## config.mk

```make
export PLATFORM = sky130hd
export DESIGN_NAME = instr_encoder_loader_flat
export DESIGN_NICKNAME = d
export VERILOG_FILES = /design/src/rtl/instr_encoder_loader_pkg.sv /design/src/rtl/instr_encoder_loader_if.sv /design/src/rtl/instr_encoder_loader_enc.sv /design/src/rtl/instr_encoder_loader.sv /design/src/flat_wrapper.sv
export SDC_FILE = /design/constraint.sdc
export NUM_CORES = 1
export LEC_CHECK = 0
export ABC_AREA = 1
export CAP_MARGIN = 10
export CELL_PAD_IN_SITES_DETAIL_PLACEMENT = 0
export CELL_PAD_IN_SITES_GLOBAL_PLACEMENT = 2
export CORE_UTILIZATION = 25
export CTS_BUF_LIST = sky130_fd_sc_hd__clkbuf_8
export DETAILED_ROUTE_END_ITERATION = 10
export PLACE_DENSITY_LB_ADDON = 0.15
export SLEW_MARGIN = 15
export SYNTH_ARGS = -nofsm -noshare
export SYNTH_HDL_FRONTEND = slang
export SYNTH_SLANG_ARGS = --single-unit
```

## constraint.sdc

```tcl
create_clock -name clk -period 3.5 [get_ports clk]
set_input_delay 0.7 -clock clk [delete_from_list [all_inputs] [get_ports clk]]
set_output_delay 0.7 -clock clk [all_outputs]
set_load 0.02 [all_outputs]
```

## src/rtl/instr_encoder_loader_pkg.sv

```systemverilog
// Shared RV32I encoding constants: op codes, opcodes, funct fields and loader FSM states.
// Control-unit decode uses the same constants, so they live here.
package rv_enc_pkg;

  typedef enum logic [3:0] {
    OP_ADD  = 4'd0,
    OP_SUB  = 4'd1,
    OP_XOR  = 4'd2,
    OP_OR   = 4'd3,
    OP_AND  = 4'd4,
    OP_SRA  = 4'd5,
    OP_SLL  = 4'd6,
    OP_ADDI = 4'd7,
    OP_SLLI = 4'd8,
    OP_LW   = 4'd9,
    OP_SW   = 4'd10,
    OP_BEQ  = 4'd11,
    OP_BNE  = 4'd12,
    OP_BLT  = 4'd13,
    OP_BGE  = 4'd14,
    OP_RSVD = 4'd15
  } op_t;

  localparam logic [6:0] OPC_R      = 7'b0110011;
  localparam logic [6:0] OPC_I      = 7'b0010011;
  localparam logic [6:0] OPC_LOAD   = 7'b0000011;
  localparam logic [6:0] OPC_STORE  = 7'b0100011;
  localparam logic [6:0] OPC_BRANCH = 7'b1100011;

  localparam logic [2:0] F3_ADD  = 3'b000;
  localparam logic [2:0] F3_SLL  = 3'b001;
  localparam logic [2:0] F3_XOR  = 3'b100;
  localparam logic [2:0] F3_SRA  = 3'b101;
  localparam logic [2:0] F3_OR   = 3'b110;
  localparam logic [2:0] F3_AND  = 3'b111;
  localparam logic [2:0] F3_LW   = 3'b010;
  localparam logic [2:0] F3_SW   = 3'b010;
  localparam logic [2:0] F3_BEQ  = 3'b000;
  localparam logic [2:0] F3_BNE  = 3'b001;
  localparam logic [2:0] F3_BLT  = 3'b100;
  localparam logic [2:0] F3_BGE  = 3'b101;

  localparam logic [6:0] F7_BASE = 7'b0000000;
  localparam logic [6:0] F7_ALT  = 7'b0100000;

  typedef enum logic [1:0] {
    ST_IDLE  = 2'd0,
    ST_RUN   = 2'd1,
    ST_DRAIN = 2'd2
  } state_t;

endpackage

```

## src/rtl/instr_encoder_loader_if.sv

```systemverilog
// Op-request and instruction-memory write bus of the loader.
// Both sides use valid/ready: a transfer happens on a rising edge where valid (in_valid / mem_we) and ready (in_ready / mem_ready) are both high; the sender holds its payload stable until then.
interface instr_encoder_loader_if #(
  parameter int ADDR_W = 32
) ();
  logic              in_valid;
  logic              in_ready;
  logic [3:0]        in_op;
  logic [4:0]        in_rd;
  logic [4:0]        in_rs1;
  logic [4:0]        in_rs2;
  logic [12:0]       in_imm;
  logic              in_last;
  logic              mem_we;
  logic [ADDR_W-1:0] mem_addr;
  logic [31:0]       mem_wdata;
  logic              mem_ready;

  // master: the loader (accepts ops, drives memory writes)
  modport master (
    input  in_valid, in_op, in_rd, in_rs1, in_rs2, in_imm, in_last, mem_ready,
    output in_ready, mem_we, mem_addr, mem_wdata
  );

  // slave: the host/memory environment
  modport slave (
    output in_valid, in_op, in_rd, in_rs1, in_rs2, in_imm, in_last, mem_ready,
    input  in_ready, mem_we, mem_addr, mem_wdata
  );
endinterface

```

## src/rtl/instr_encoder_loader_enc.sv

```systemverilog
// Pure combinational RV32I encoder: {op,rd,rs1,rs2,imm} -> {word,bad}.
// bad flags the reserved op and branches with an odd offset.
module rv_instr_enc
  import rv_enc_pkg::*;
(
  input  op_t         op,
  input  logic [4:0]  rd,
  input  logic [4:0]  rs1,
  input  logic [4:0]  rs2,
  input  logic [12:0] imm,
  output logic [31:0] word,
  output logic        bad
);
  always_comb begin
    word = 32'd0;
    bad  = 1'b0;
    case (op)
      OP_ADD:  word = {F7_BASE, rs2, rs1, F3_ADD, rd, OPC_R};
      OP_SUB:  word = {F7_ALT,  rs2, rs1, F3_ADD, rd, OPC_R};
      OP_XOR:  word = {F7_BASE, rs2, rs1, F3_XOR, rd, OPC_R};
      OP_OR:   word = {F7_BASE, rs2, rs1, F3_OR,  rd, OPC_R};
      OP_AND:  word = {F7_BASE, rs2, rs1, F3_AND, rd, OPC_R};
      OP_SRA:  word = {F7_ALT,  rs2, rs1, F3_SRA, rd, OPC_R};
      OP_SLL:  word = {F7_BASE, rs2, rs1, F3_SLL, rd, OPC_R};
      OP_ADDI: word = {imm[11:0], rs1, F3_ADD, rd, OPC_I};
      OP_SLLI: word = {7'b0, imm[4:0], rs1, F3_SLL, rd, OPC_I};
      OP_LW:   word = {imm[11:0], rs1, F3_LW, rd, OPC_LOAD};
      OP_SW:   word = {imm[11:5], rs2, rs1, F3_SW, imm[4:0], OPC_STORE};
      OP_BEQ, OP_BNE, OP_BLT, OP_BGE: begin
        word = {imm[12], imm[10:5], rs2, rs1,
                (op == OP_BEQ) ? F3_BEQ : (op == OP_BNE) ? F3_BNE :
                (op == OP_BLT) ? F3_BLT : F3_BGE,
                imm[4:1], imm[11], OPC_BRANCH};
        // branch offsets are in halfwords; bit 0 cannot be encoded
        bad  = imm[0];
      end
      default: bad = 1'b1;
    endcase
  end
endmodule

```

## src/rtl/instr_encoder_loader.sv

```systemverilog
// Session loader: encodes accepted ops, buffers them in a small FIFO and streams
// them to instruction memory at consecutive word addresses.
module instr_encoder_loader
  import rv_enc_pkg::*;
#(
  parameter int ADDR_W     = 32,
  parameter int FIFO_DEPTH = 4
) (
  input  logic                  clk,
  input  logic                  rst,
  input  logic                  start,
  input  logic [ADDR_W-1:0]     base_addr,
  instr_encoder_loader_if.master bus,
  output logic                  busy,
  output logic                  done,
  output logic                  err,
  output logic [15:0]           count,
  output state_t                state_dbg
);
  localparam int AW = $clog2(FIFO_DEPTH);

  state_t            state, state_n;
  logic              in_ready_q;
  logic [ADDR_W-1:0] addr_q;
  logic [31:0]       fifo_mem [FIFO_DEPTH];
  logic [AW:0]       wr_ptr, rd_ptr, wr_ptr_n, rd_ptr_n;
  logic              fifo_empty, fifo_full, full_n;
  logic              accept, push, pop;
  logic [31:0]       enc_word;
  logic              enc_bad;

  rv_instr_enc u_enc (
    .op   (op_t'(bus.in_op)),
    .rd   (bus.in_rd),
    .rs1  (bus.in_rs1),
    .rs2  (bus.in_rs2),
    .imm  (bus.in_imm),
    .word (enc_word),
    .bad  (enc_bad)
  );

  // Extra wrap bit on the pointers distinguishes full from empty.
  assign fifo_empty = (wr_ptr == rd_ptr);
  assign fifo_full  = (wr_ptr[AW] != rd_ptr[AW]) && (wr_ptr[AW-1:0] == rd_ptr[AW-1:0]);
  assign accept     = bus.in_valid && in_ready_q;
  assign push       = accept && !enc_bad;
  assign pop        = !fifo_empty && bus.mem_ready;
  assign wr_ptr_n   = wr_ptr + {{AW{1'b0}}, push};
  assign rd_ptr_n   = rd_ptr + {{AW{1'b0}}, pop};
  assign full_n     = (wr_ptr_n[AW] != rd_ptr_n[AW]) && (wr_ptr_n[AW-1:0] == rd_ptr_n[AW-1:0]);

  always_comb begin
    state_n = state;
    case (state)
      ST_IDLE:  if (start) state_n = ST_RUN;
      ST_RUN:   if (accept && bus.in_last) state_n = ST_DRAIN;
      ST_DRAIN: if (fifo_empty) state_n = ST_IDLE;
      default:  state_n = ST_IDLE;
    endcase
  end

  always_ff @(posedge clk or posedge rst) begin
    if (rst) begin
      state      <= ST_IDLE;
      in_ready_q <= 1'b0;
      busy       <= 1'b0;
      done       <= 1'b0;
      err        <= 1'b0;
      addr_q     <= '0;
      count      <= 16'd0;
      wr_ptr     <= '0;
      rd_ptr     <= '0;
    end else begin
      state      <= state_n;
      // registered from the next-cycle full flag, so a pop on a full FIFO
      // only reopens the input one cycle later
      in_ready_q <= (state_n == ST_RUN) && !full_n;
      busy       <= (state_n == ST_RUN);
      done       <= (state == ST_DRAIN) && (state_n == ST_IDLE);
      err        <= accept && enc_bad;
      wr_ptr     <= wr_ptr_n;
      rd_ptr     <= rd_ptr_n;
      if (state == ST_IDLE && start) begin
        addr_q <= base_addr & ~ADDR_W'(3);
        count  <= 16'd0;
      end else if (pop) begin
        addr_q <= addr_q + ADDR_W'(4);
        if (count != 16'hFFFF) count <= count + 16'd1;
      end
    end
  end

  always_ff @(posedge clk) begin
    if (push) fifo_mem[wr_ptr[AW-1:0]] <= enc_word;
  end

  assign bus.in_ready  = in_ready_q;
  assign bus.mem_we    = !fifo_empty;
  assign bus.mem_addr  = addr_q;
  assign bus.mem_wdata = fifo_empty ? 32'd0 : fifo_mem[rd_ptr[AW-1:0]];
  assign state_dbg     = state;
endmodule

```

## src/flat_wrapper.sv

```systemverilog
// flat-port wrapper written by rule: the top's interface ports become plain ports
module instr_encoder_loader_flat import rv_enc_pkg::*;
#(
  parameter int ADDR_W     = 32,
  parameter int FIFO_DEPTH = 4
)
  (clk, rst, start, base_addr, busy, done, err, count, state_dbg, bus_in_valid, bus_in_op, bus_in_rd, bus_in_rs1, bus_in_rs2, bus_in_imm, bus_in_last, bus_mem_ready, bus_in_ready, bus_mem_we, bus_mem_addr, bus_mem_wdata);
  instr_encoder_loader_if #(.ADDR_W(ADDR_W)) bus_i ();
  input  logic clk;
  input  logic rst;
  input  logic start;
  input  logic [ADDR_W-1:0] base_addr;
  output logic busy;
  output logic done;
  output logic err;
  output logic [15:0] count;
  output state_t state_dbg;
  input wire logic [$bits(bus_i.in_valid)-1:0] bus_in_valid;
  input wire logic [$bits(bus_i.in_op)-1:0] bus_in_op;
  input wire logic [$bits(bus_i.in_rd)-1:0] bus_in_rd;
  input wire logic [$bits(bus_i.in_rs1)-1:0] bus_in_rs1;
  input wire logic [$bits(bus_i.in_rs2)-1:0] bus_in_rs2;
  input wire logic [$bits(bus_i.in_imm)-1:0] bus_in_imm;
  input wire logic [$bits(bus_i.in_last)-1:0] bus_in_last;
  input wire logic [$bits(bus_i.mem_ready)-1:0] bus_mem_ready;
  output wire logic [$bits(bus_i.in_ready)-1:0] bus_in_ready;
  output wire logic [$bits(bus_i.mem_we)-1:0] bus_mem_we;
  output wire logic [$bits(bus_i.mem_addr)-1:0] bus_mem_addr;
  output wire logic [$bits(bus_i.mem_wdata)-1:0] bus_mem_wdata;
  assign bus_i.in_valid = bus_in_valid;
  assign bus_i.in_op = bus_in_op;
  assign bus_i.in_rd = bus_in_rd;
  assign bus_i.in_rs1 = bus_in_rs1;
  assign bus_i.in_rs2 = bus_in_rs2;
  assign bus_i.in_imm = bus_in_imm;
  assign bus_i.in_last = bus_in_last;
  assign bus_i.mem_ready = bus_mem_ready;
  assign bus_in_ready = bus_i.in_ready;
  assign bus_mem_we = bus_i.mem_we;
  assign bus_mem_addr = bus_i.mem_addr;
  assign bus_mem_wdata = bus_i.mem_wdata;
  instr_encoder_loader #(.ADDR_W(ADDR_W), .FIFO_DEPTH(FIFO_DEPTH)) u_core (.clk(clk), .rst(rst), .start(start), .base_addr(base_addr), .bus(bus_i), .busy(busy), .done(done), .err(err), .count(count), .state_dbg(state_dbg));
endmodule
```

==> results of run 1 <==
==> power by group <==
part           switching [mW]  internal (mW)  leakage [nW]
clock network           0.843          0.530         0.192
registers               0.430           2.64          1.80
logic                    2.90           1.94          2.65
total                    4.17           5.12          4.64
==> cells by family (layout without fill, tap and decap cells) <==
group / after synthesis / count (layout) / synth area share
AO/OA/AOI/OAI: 120 / 120 / 0.0828
XOR/XNOR: 17 / 17 / 0.0167
adder cells (fa/ha/maj): 6 / 6 / 0.00842
buffers and inverters: 142 / 301 / 0.0659
flip-flops: 174 / 174 / 0.553
other: 1 / 4 / 0.000421
AND/OR/NAND/NOR: 599 / 599 / 0.272
==> how the worst min path moves through the flow <==
stage,start,to,slack (ns)
after floorplan,u_core.rd_ptr[2],u_core.rd_ptr[2],0.49
after global placement,u_core.state_dbg[0],u_core.done,0.51
after detailed placement,u_core.state_dbg[0],u_core.done,0.50
after CTS,u_core.state_dbg[0],u_core.done,0.51
after global routing,u_core.state_dbg[0],u_core.done,0.53
final,u_core.state_dbg[0],u_core.done,0.51
==> worst reg2reg max path, cell delays in order (launching register included) <==
cell	delay (ns)
dfrtp_1	0.47
xnor2_1	0.21
nand3_2	0.25
nand2_2	0.14
inv_1	0.12
ha_1	0.20
ha_1	0.18
xor2_1	0.20
xor2_1	0.17
a31oi_1	0.09
==> state kept, by name (all words and copies together), names as in the netlist <==
signal,cells
u_core.bus.in_ready,1
u_core.bus.mem_addr,30
u_core.busy,1
u_core.count,16
u_core.done,1
u_core.err,1
u_core.fifo_mem,116
u_core.rd_ptr,3
u_core.state_dbg,2
u_core.wr_ptr,3
==> placed cells by master (no fill, tap or decap), drive strengths merged <==
cell type / Yosys / layout
nand2: 316 / 316
nor2: 195 / 195
clkdlybuf4s50: 0 / 150
edfxtp: 116 / 116
inv: 99 / 108
o21ai: 67 / 67
nand3: 61 / 61
dfrtp: 58 / 58
o32ai: 29 / 29
buf: 27 / 20
clkbuf: 16 / 17
a21oi: 15 / 15
xor2: 11 / 11
nand4: 10 / 10
or2: 9 / 9
nor3: 7 / 7
xnor2: 6 / 6
ha: 6 / 6
o21bai: 4 / 4
conb: 1 / 4
clkinv: 0 / 4
a31oi: 2 / 2
clkinvlp: 0 / 2
o211ai: 1 / 1
a22oi: 1 / 1
a22o: 1 / 1
and2: 1 / 1
==> through the flow <==
stage                util  cell area (um^2)  worst slack [ns]  power (mW)
floorplan               -              8930            -0.357        5.93
global placement    0.317             11000             0.331        8.08
detailed placement  0.317             11000             0.328        8.10
CTS                 0.328             11400             0.221        9.53
global route        0.328             11400            0.0395        10.1
finish              0.328             11400             0.320        9.29
==> routing by layer <==
metal	share of wire	routed length, um	global-route usage
met1	0.49	12900	0.201
met2	0.47	12400	0.252
met3	0.034	885	0.0282
met4	0.0079	208	0.0329
met5	0	0	0
==> cell type report <==
class	count	area, um^2
clock buffer	17	234
clock inverter	15	146
fill	3730	23400
inverter	99	372
multi-input combinational	746	3430
sequential	174	4940
tap	455	569
timing repair buffer	170	1710
==> flow_metrics.tcl, run 1 <==
set metrics [dict create \
    outcome "complete, no violations" \
    tightest_slew_ns 0.849 \
    dieArea_um2 36400 \
    power_density_nw_per_um2 815 \
    synth-seq-cells 174 \
    min_period_ns 3.18 \
    start_util 0.256 \
    final-max-slew-violation-count 0 \
    critPathKind "register to output port" \
    clk_pin_slew_ns 0.10 \
    drt-initial-drc-count 295 \
    h-tree-depth 4 \
    portBuffers 150 \
    synth_top_area_share 0.391 \
    grt_usage 0.151 \
    grt_max_degree 60 \
    cts.sinks 174 \
    cts_buffer_depth 2 \
    leakage_nw 4.64 \
    area_delta_synth_final_pct 27.8 \
    syn_area_um2 8920 \
    critPathMaxStageDelay_ns 0.59 \
    coreArea_um2 34800 \
    clkLatencyLatePin_ns 0.47 \
    via_count 7388 \
    synth_ff_type "edfxtp_1" \
    r2r-start "u_core.wr_ptr[0]" \
    crit_cells 6 \
    die_x_um 191 \
    firstDrtPassIters 4 \
    relSlewSlack 0.434 \
    path_max_fanout 59 \
    yosysMostFrequentCell "nand2_1" \
    required_ns 2.80 \
    grt_antenna_before_repair 0 \
    die_y_um 191 \
    placed_cells 1644 \
    clock_skew_ns 0.0258 \
    yosys.area.top_type "edfxtp_1" \
    ir_drop_v 0.000434 \
    cp-startpoint "u_core.rd_ptr[1]" \
    crit_family "buffers and inverters" \
    synth_cell_types 34 \
    ioPinCount 157 \
    yosys-top-cells-count "nand2_1 (311), nor2_1 (192), edfxtp_1 (116)" \
    hold_path.class "register to register" \
    nNetsFinal 1284 \
    end_kind "output port" \
    fmax_ghz 0.314 \
    finalHoldViolCount 0 \
    path_cells "buf_4 > o21ai_0 > o32ai_1 > nand2_1 > inv_1 > clkdlybuf4s50_1" \
    wire_per_inst_um 15.7 \
    hpwl_um 17900 \
    clockRootBuffer "clkbuf_8" \
    grt_pass1_wl_um 41800 \
    tritoncts "yes" \
    ant_nets 0 \
    grt_overflow 0 \
    synth_edf_count 116 \
    antenna_cells 0 \
    crit_arrival_ns 2.48 \
    setup-violations-final 0 \
    max-cap-violations 0 \
    place.gp.congestion 0.776 \
    synthCells 1059 \
    synth_area_leaders "edfxtp_1 (39%), dfrtp_1 (16%), nand2_1 (13%)" \
    via_per_inst 4.41 \
    grt_pass1_vias 7397 \
    r2r_slack_ns 1.36 \
    hold_buffers 0 \
    synth_warnings 0 \
    hold_ws_ns 0.514 \
    num_rows 68 \
    drt_wl_total_um 26400 \
    synth-async-reset-ratio 0.333 \
    postSynthAreaPerCell_um2 8.42 \
    tns_ns 0 \
    rr_endpoint "u_core.bus.in_ready" \
    period_share 0.908 \
    fin_cells 1676 \
    drive_above_1_share 0.0655 \
    worstRegToRegCells 9 \
    worst-path-buf-inv 3 \
    drc 0 \
    ctsResizeCount 0 \
    numCtsBuffers 17 \
    cp-start-kind "register" \
    whs_path_depth 1 \
    post_cts_buffers 0 \
    rsz0062_at_grt "no" \
    crit_end "bus_mem_wdata[8]" \
    yosysSeqAreaShare 0.553 \
    crit_slowest_cell "clkdlybuf4s50_1" \
]
Note: power is estimated with default switching activity, not from simulation.
==> inputs of run 2 (changes only) <==
--- a/config.mk
+++ b/config.mk
@@ -9,6 +9,7 @@
 export CAP_MARGIN = 10
 export CELL_PAD_IN_SITES_DETAIL_PLACEMENT = 0
 export CELL_PAD_IN_SITES_GLOBAL_PLACEMENT = 2
+export CORE_MARGIN = 2
 export CORE_UTILIZATION = 25
 export CTS_BUF_LIST = sky130_fd_sc_hd__clkbuf_8
 export DETAILED_ROUTE_END_ITERATION = 10
==> flow_metrics.tcl, run 2 (synthesized netlist as in run 1, its figures left out) <==
set metrics [dict create \
    finalHoldViolCount 0 \
    place.gp.congestion 0.758 \
    clk_pin_slew_ns 0.09 \
    final_common_cell "nand2_1" \
    drt-initial-drc-count 320 \
    area_delta_synth_final_pct 28.0 \
    clkPwrFrac 0.145 \
    rr_endpoint "u_core.bus.mem_addr[6]" \
    power.share.switching 0.450 \
    critPathMaxStageDelay_ns 0.60 \
    cts_buffer_depth 2 \
    drt_wl_total_um 26500 \
    h-tree-depth 4 \
    relSlewSlack 0.511 \
    grt_max_degree 66 \
    ioPinCount 157 \
    die_y_um 193 \
    numCtsBuffers 17 \
    clkLatencyLatePin_ns 0.47 \
    tns_ns 0 \
    path_max_fanout 58 \
    min_period_ns 3.23 \
    num_rows 69 \
    via_count 7349 \
    max-cap-violations 0 \
    setup-violations-final 0 \
    firstDrtPassIters 5 \
    grt_overflow 0 \
    die_x_um 193 \
    leakage_nw 4.63 \
    worstRegToRegCells 7 \
    period_share 0.923 \
    drc 0 \
    end_kind "output port" \
    layout_common_cells "nand2_1 (311), nor2_1 (192), clkdlybuf4s50_1 (150), edfxtp_1 (116), inv_1 (96)" \
    dieArea_um2 37200 \
    clock_skew_ns 0.0171 \
    portBuffers 150 \
    hpwl_um 18200 \
    final-max-slew-violation-count 0 \
    p_seq_frac 0.337 \
    rsz0062_at_grt "no" \
    totalPowerFinal_mw 9.32 \
    grt_usage 0.146 \
    outcome "complete, no violations" \
    grt_pass1_vias 7384 \
    drive_above_1_share 0.0632 \
    min_from "u_core.state_dbg[0]" \
    ctsResizeCount 0 \
    grt_antenna_before_repair 0 \
    cts.sinks 174 \
    cp-start-kind "register" \
    post_cts_buffers 0 \
    power_density_nw_per_um2 816 \
    p_int_mw 5.13 \
    ant_nets 0 \
    fmax_ghz 0.310 \
    required_ns 2.80 \
    clockRootBuffer "clkbuf_8" \
    crit_slowest_cell "clkdlybuf4s50_1" \
    p_comb_frac 0.518 \
    crit_end "bus_mem_wdata[0]" \
    p_sw_mw 4.19 \
    r2r-start "u_core.rd_ptr[1]" \
    crit_arrival_ns 2.53 \
    via_per_inst 4.38 \
    path_cells "clkinv_1 > buf_12 > nor2_1 > o32ai_1 > nand2_1 > inv_1 > clkdlybuf4s50_1" \
    start_util 0.253 \
    critPathKind "register to output port" \
    cp-startpoint "u_core.rd_ptr[0]" \
    coreArea_um2 35300 \
    r2r_slack_ns 1.11 \
    grt_pass1_wl_um 41100 \
    largest_reg_flops 116 \
    hold_buffers 0 \
    tritoncts "yes" \
    tightest_slew_ns 0.726 \
    wire_per_inst_um 15.8 \
    antenna_cells 0 \
    hold_path.class "register to register" \
    ir_drop_v 0.000487 \
    nNetsFinal 1281 \
]
run 2: changes by cell type in the layout (fill, tap and decap cells not counted), sizes merged:
cell,change
buf,-3
clkinv,+2
inv,-2
run 2: power by group through the flow:
stage                     Combinational (mW)  Clock (mW)  Sequential (mW)
after floorplan                         2.69           0             3.24
after global placement                  4.92           0             3.19
after detailed placement                4.93           0             3.19
after CTS                               4.95        1.41             3.15
after global routing                    5.39        1.49             3.21
final                                   4.83        1.35             3.14
run 2: cell type report:
class                      count  area [um^2]
fill                        3768        23900
sequential                   174         4940
tap                          461          577
inverter                      99          372
multi-input combinational    746         3430
clock buffer                  17          234
clock inverter                15          131
timing repair buffer         167         1740
run 2: per-stage QoR:
step	util	instance area (um^2)	setup WS (ns)	hold slack (ns)	instances
after floorplan	-	8930	-0.357	0.492	1062
after global placement	0.313	11100	0.308	0.514	1647
after detailed placement	0.313	11100	0.243	0.512	1647
after CTS	0.323	11400	0.189	0.524	1679
after global routing	0.323	11400	0.0612	0.537	1679
final	0.323	11400	0.270	0.511	1679
run 2: per-layer routing:
metal  global-route usage  up-vias  part of all wire
li1                     -     3751                 -
met1                0.202     3433              0.49
met2                0.235      145              0.46
met3               0.0258       20             0.041
met4               0.0367        0             0.011
met5                    0        -                 0
run 2: worst min path at each step:
stage	to	slack, ns	depth (start not counted)
global route	u_core.done	0.54	1
global placement	u_core.done	0.51	1
finish	u_core.done	0.51	1
floorplan	u_core.rd_ptr[2]	0.49	1
CTS	u_core.done	0.52	1
detailed placement	u_core.done	0.51	1
run 2: critical path, delay by kind of cell (launching register included):
family | cells | cell delay (ns)
buf+inv | 4 | 1.05
flops | 1 | 0.54
compound gates | 1 | 0.28
simple gates | 2 | 0.15
==> inputs of run 3 (changes only) <==
--- a/config.mk
+++ b/config.mk
@@ -9,11 +9,10 @@
 export CAP_MARGIN = 10
 export CELL_PAD_IN_SITES_DETAIL_PLACEMENT = 0
 export CELL_PAD_IN_SITES_GLOBAL_PLACEMENT = 2
-export CORE_MARGIN = 2
 export CORE_UTILIZATION = 25
-export CTS_BUF_LIST = sky130_fd_sc_hd__clkbuf_8
 export DETAILED_ROUTE_END_ITERATION = 10
 export PLACE_DENSITY_LB_ADDON = 0.15
+export RECOVER_POWER = 100
 export SLEW_MARGIN = 15
 export SYNTH_ARGS = -nofsm -noshare
 export SYNTH_HDL_FRONTEND = slang
==> flow_metrics.tcl, run 3 (synthesized netlist as in run 1, its figures left out) <==
set metrics [dict create \
    max-cap-violations 1 \
    finalHoldViolCount 0 \
    period_share 0.931 \
    ir_drop_v 0.000391 \
    nNetsFinal 1284 \
    cts.sinks 174 \
    clk_pin_slew_ns 0.07 \
    clock_skew_ns 0.0189 \
    drc 0 \
    relSlewSlack -0.0819 \
    portBuffers 150 \
    antenna_cells 0 \
    cp-start-kind "register" \
    grt_antenna_before_repair 0 \
    path_max_fanout 27 \
    fmax_ghz 0.307 \
    grt_max_degree 60 \
    h-tree-depth 4 \
    cts_buffer_depth 2 \
    dieArea_um2 36400 \
    violations "max-capacitance violations, max-slew violations" \
    start_util 0.256 \
    grt_usage 0.151 \
    setup-violations-final 0 \
    largest_reg_flops 116 \
    pre_cts_ws_ns 0.328 \
    power_density_nw_per_um2 828 \
    via_count 7384 \
    layout_common_cells "nand2_1 (311), nor2_1 (192), edfxtp_1 (116), inv_1 (96), dlygate4sd3_1 (83)" \
    critPathKind "register to output port" \
    wire_per_inst_um 15.7 \
    leakage_nw 4.81 \
    final-max-slew-violation-count 59 \
    r2r_slack_ns 0.42 \
    place.gp.congestion 0.776 \
    ant_nets 0 \
    end_kind "output port" \
    hold_buffers 0 \
    die_x_um 191 \
    num_rows 68 \
    tightest_slew_ns 1.62 \
    grt_pass1_vias 7406 \
    coreArea_um2 34800 \
    clkLatencyLatePin_ns 0.44 \
    crit_arrival_ns 2.56 \
    required_ns 2.80 \
    min_period_ns 3.26 \
    drt-initial-drc-count 315 \
    grt_pass1_wl_um 41900 \
    setup_ws_ns 0.241 \
    rsz0062_at_grt "no" \
    hold_ws_ns 0.506 \
    clockRootBuffer "clkbuf_16" \
    final_core_utilization 0.331 \
    die_y_um 191 \
    drive_above_1_share 0.0565 \
    numCtsBuffers 17 \
    area_delta_synth_final_pct 29.1 \
    firstDrtPassIters 5 \
    outcome "complete, but fails checks" \
    post_cts_buffers 0 \
    via_per_inst 4.41 \
    fillers 3718 \
    ctsResizeCount 0 \
    hpwl_um 17900 \
    grt_overflow 0 \
    hold_path.class "register to register" \
    drt_wl_total_um 26400 \
    ioPinCount 157 \
    tritoncts "yes" \
    final_common_cell "nand2_1" \
]
==> run 3: through the flow <==
stage / instances / setup TNS [ns] / area (um^2) / power [mW]
2_1_floorplan: 1062 / -41.42 / 8930 / 5.93
3_3_place_gp: 1644 / 0 / 11000 / 8.08
3_5_place_dp: 1644 / 0 / 11000 / 8.10
4_1_cts: 1676 / 0 / 11600 / 10.0
5_1_grt: 1676 / 0 / 11500 / 10.3
6_report: 1676 / 0 / 11500 / 9.53
==> run 3: final timing paths <==
check,from,end,depth (start not counted)
hold / removal,u_core.state_dbg[0],u_core.done,1
max in group asynchronous,rst,u_core.rd_ptr[0],3
setup reg to reg,u_core.rd_ptr[0],u_core.count[2],9
min in group asynchronous,rst,u_core.count[11],3
hold reg to reg,u_core.state_dbg[0],u_core.done,1
setup / recovery,u_core.rd_ptr[0],bus_mem_wdata[21],6
==> run 3: final cells by class <==
cell class,count,area [um^2],area share
repair buffers,170,1660,0.144
well taps,455,569,0.0495
inverters,99,372,0.0323
clock buffers,18,429,0.0373
multi-input cells,746,3400,0.296
flip-flops and latches,174,4940,0.429
clock inverters,14,143,0.0124
==> run 3: worst max-delay path: stages (launching register included) <==
cell,delay (ns)
dfrtp_2,0.45
xnor2_1,0.17
nand3_1,0.37
buf_12,0.32
nand2_1,0.08
inv_1,0.07
dlygate4sd3_1,0.66
==> run 3: per-layer routing <==
| layer | GRT usage | part of all wire | up-vias |
|---|---|---|---|
| li1 | - | - | 3770 |
| met1 | 0.201 | 0.49 | 3485 |
| met2 | 0.252 | 0.47 | 118 |
| met3 | 0.0298 | 0.034 | 11 |
| met4 | 0.0323 | 0.0077 | 0 |
| met5 | 0 | 0 | - |
==> run 3: where the power goes <==
| group | total [mW] | internal [mW] | switching [mW] |
|---|---|---|---|
| combinational | 4.60 | 1.72 | 2.88 |
| clock | 1.87 | 0.952 | 0.915 |
| sequential | 3.07 | 2.65 | 0.417 |
| total | 9.53 | 5.32 | 4.21 |
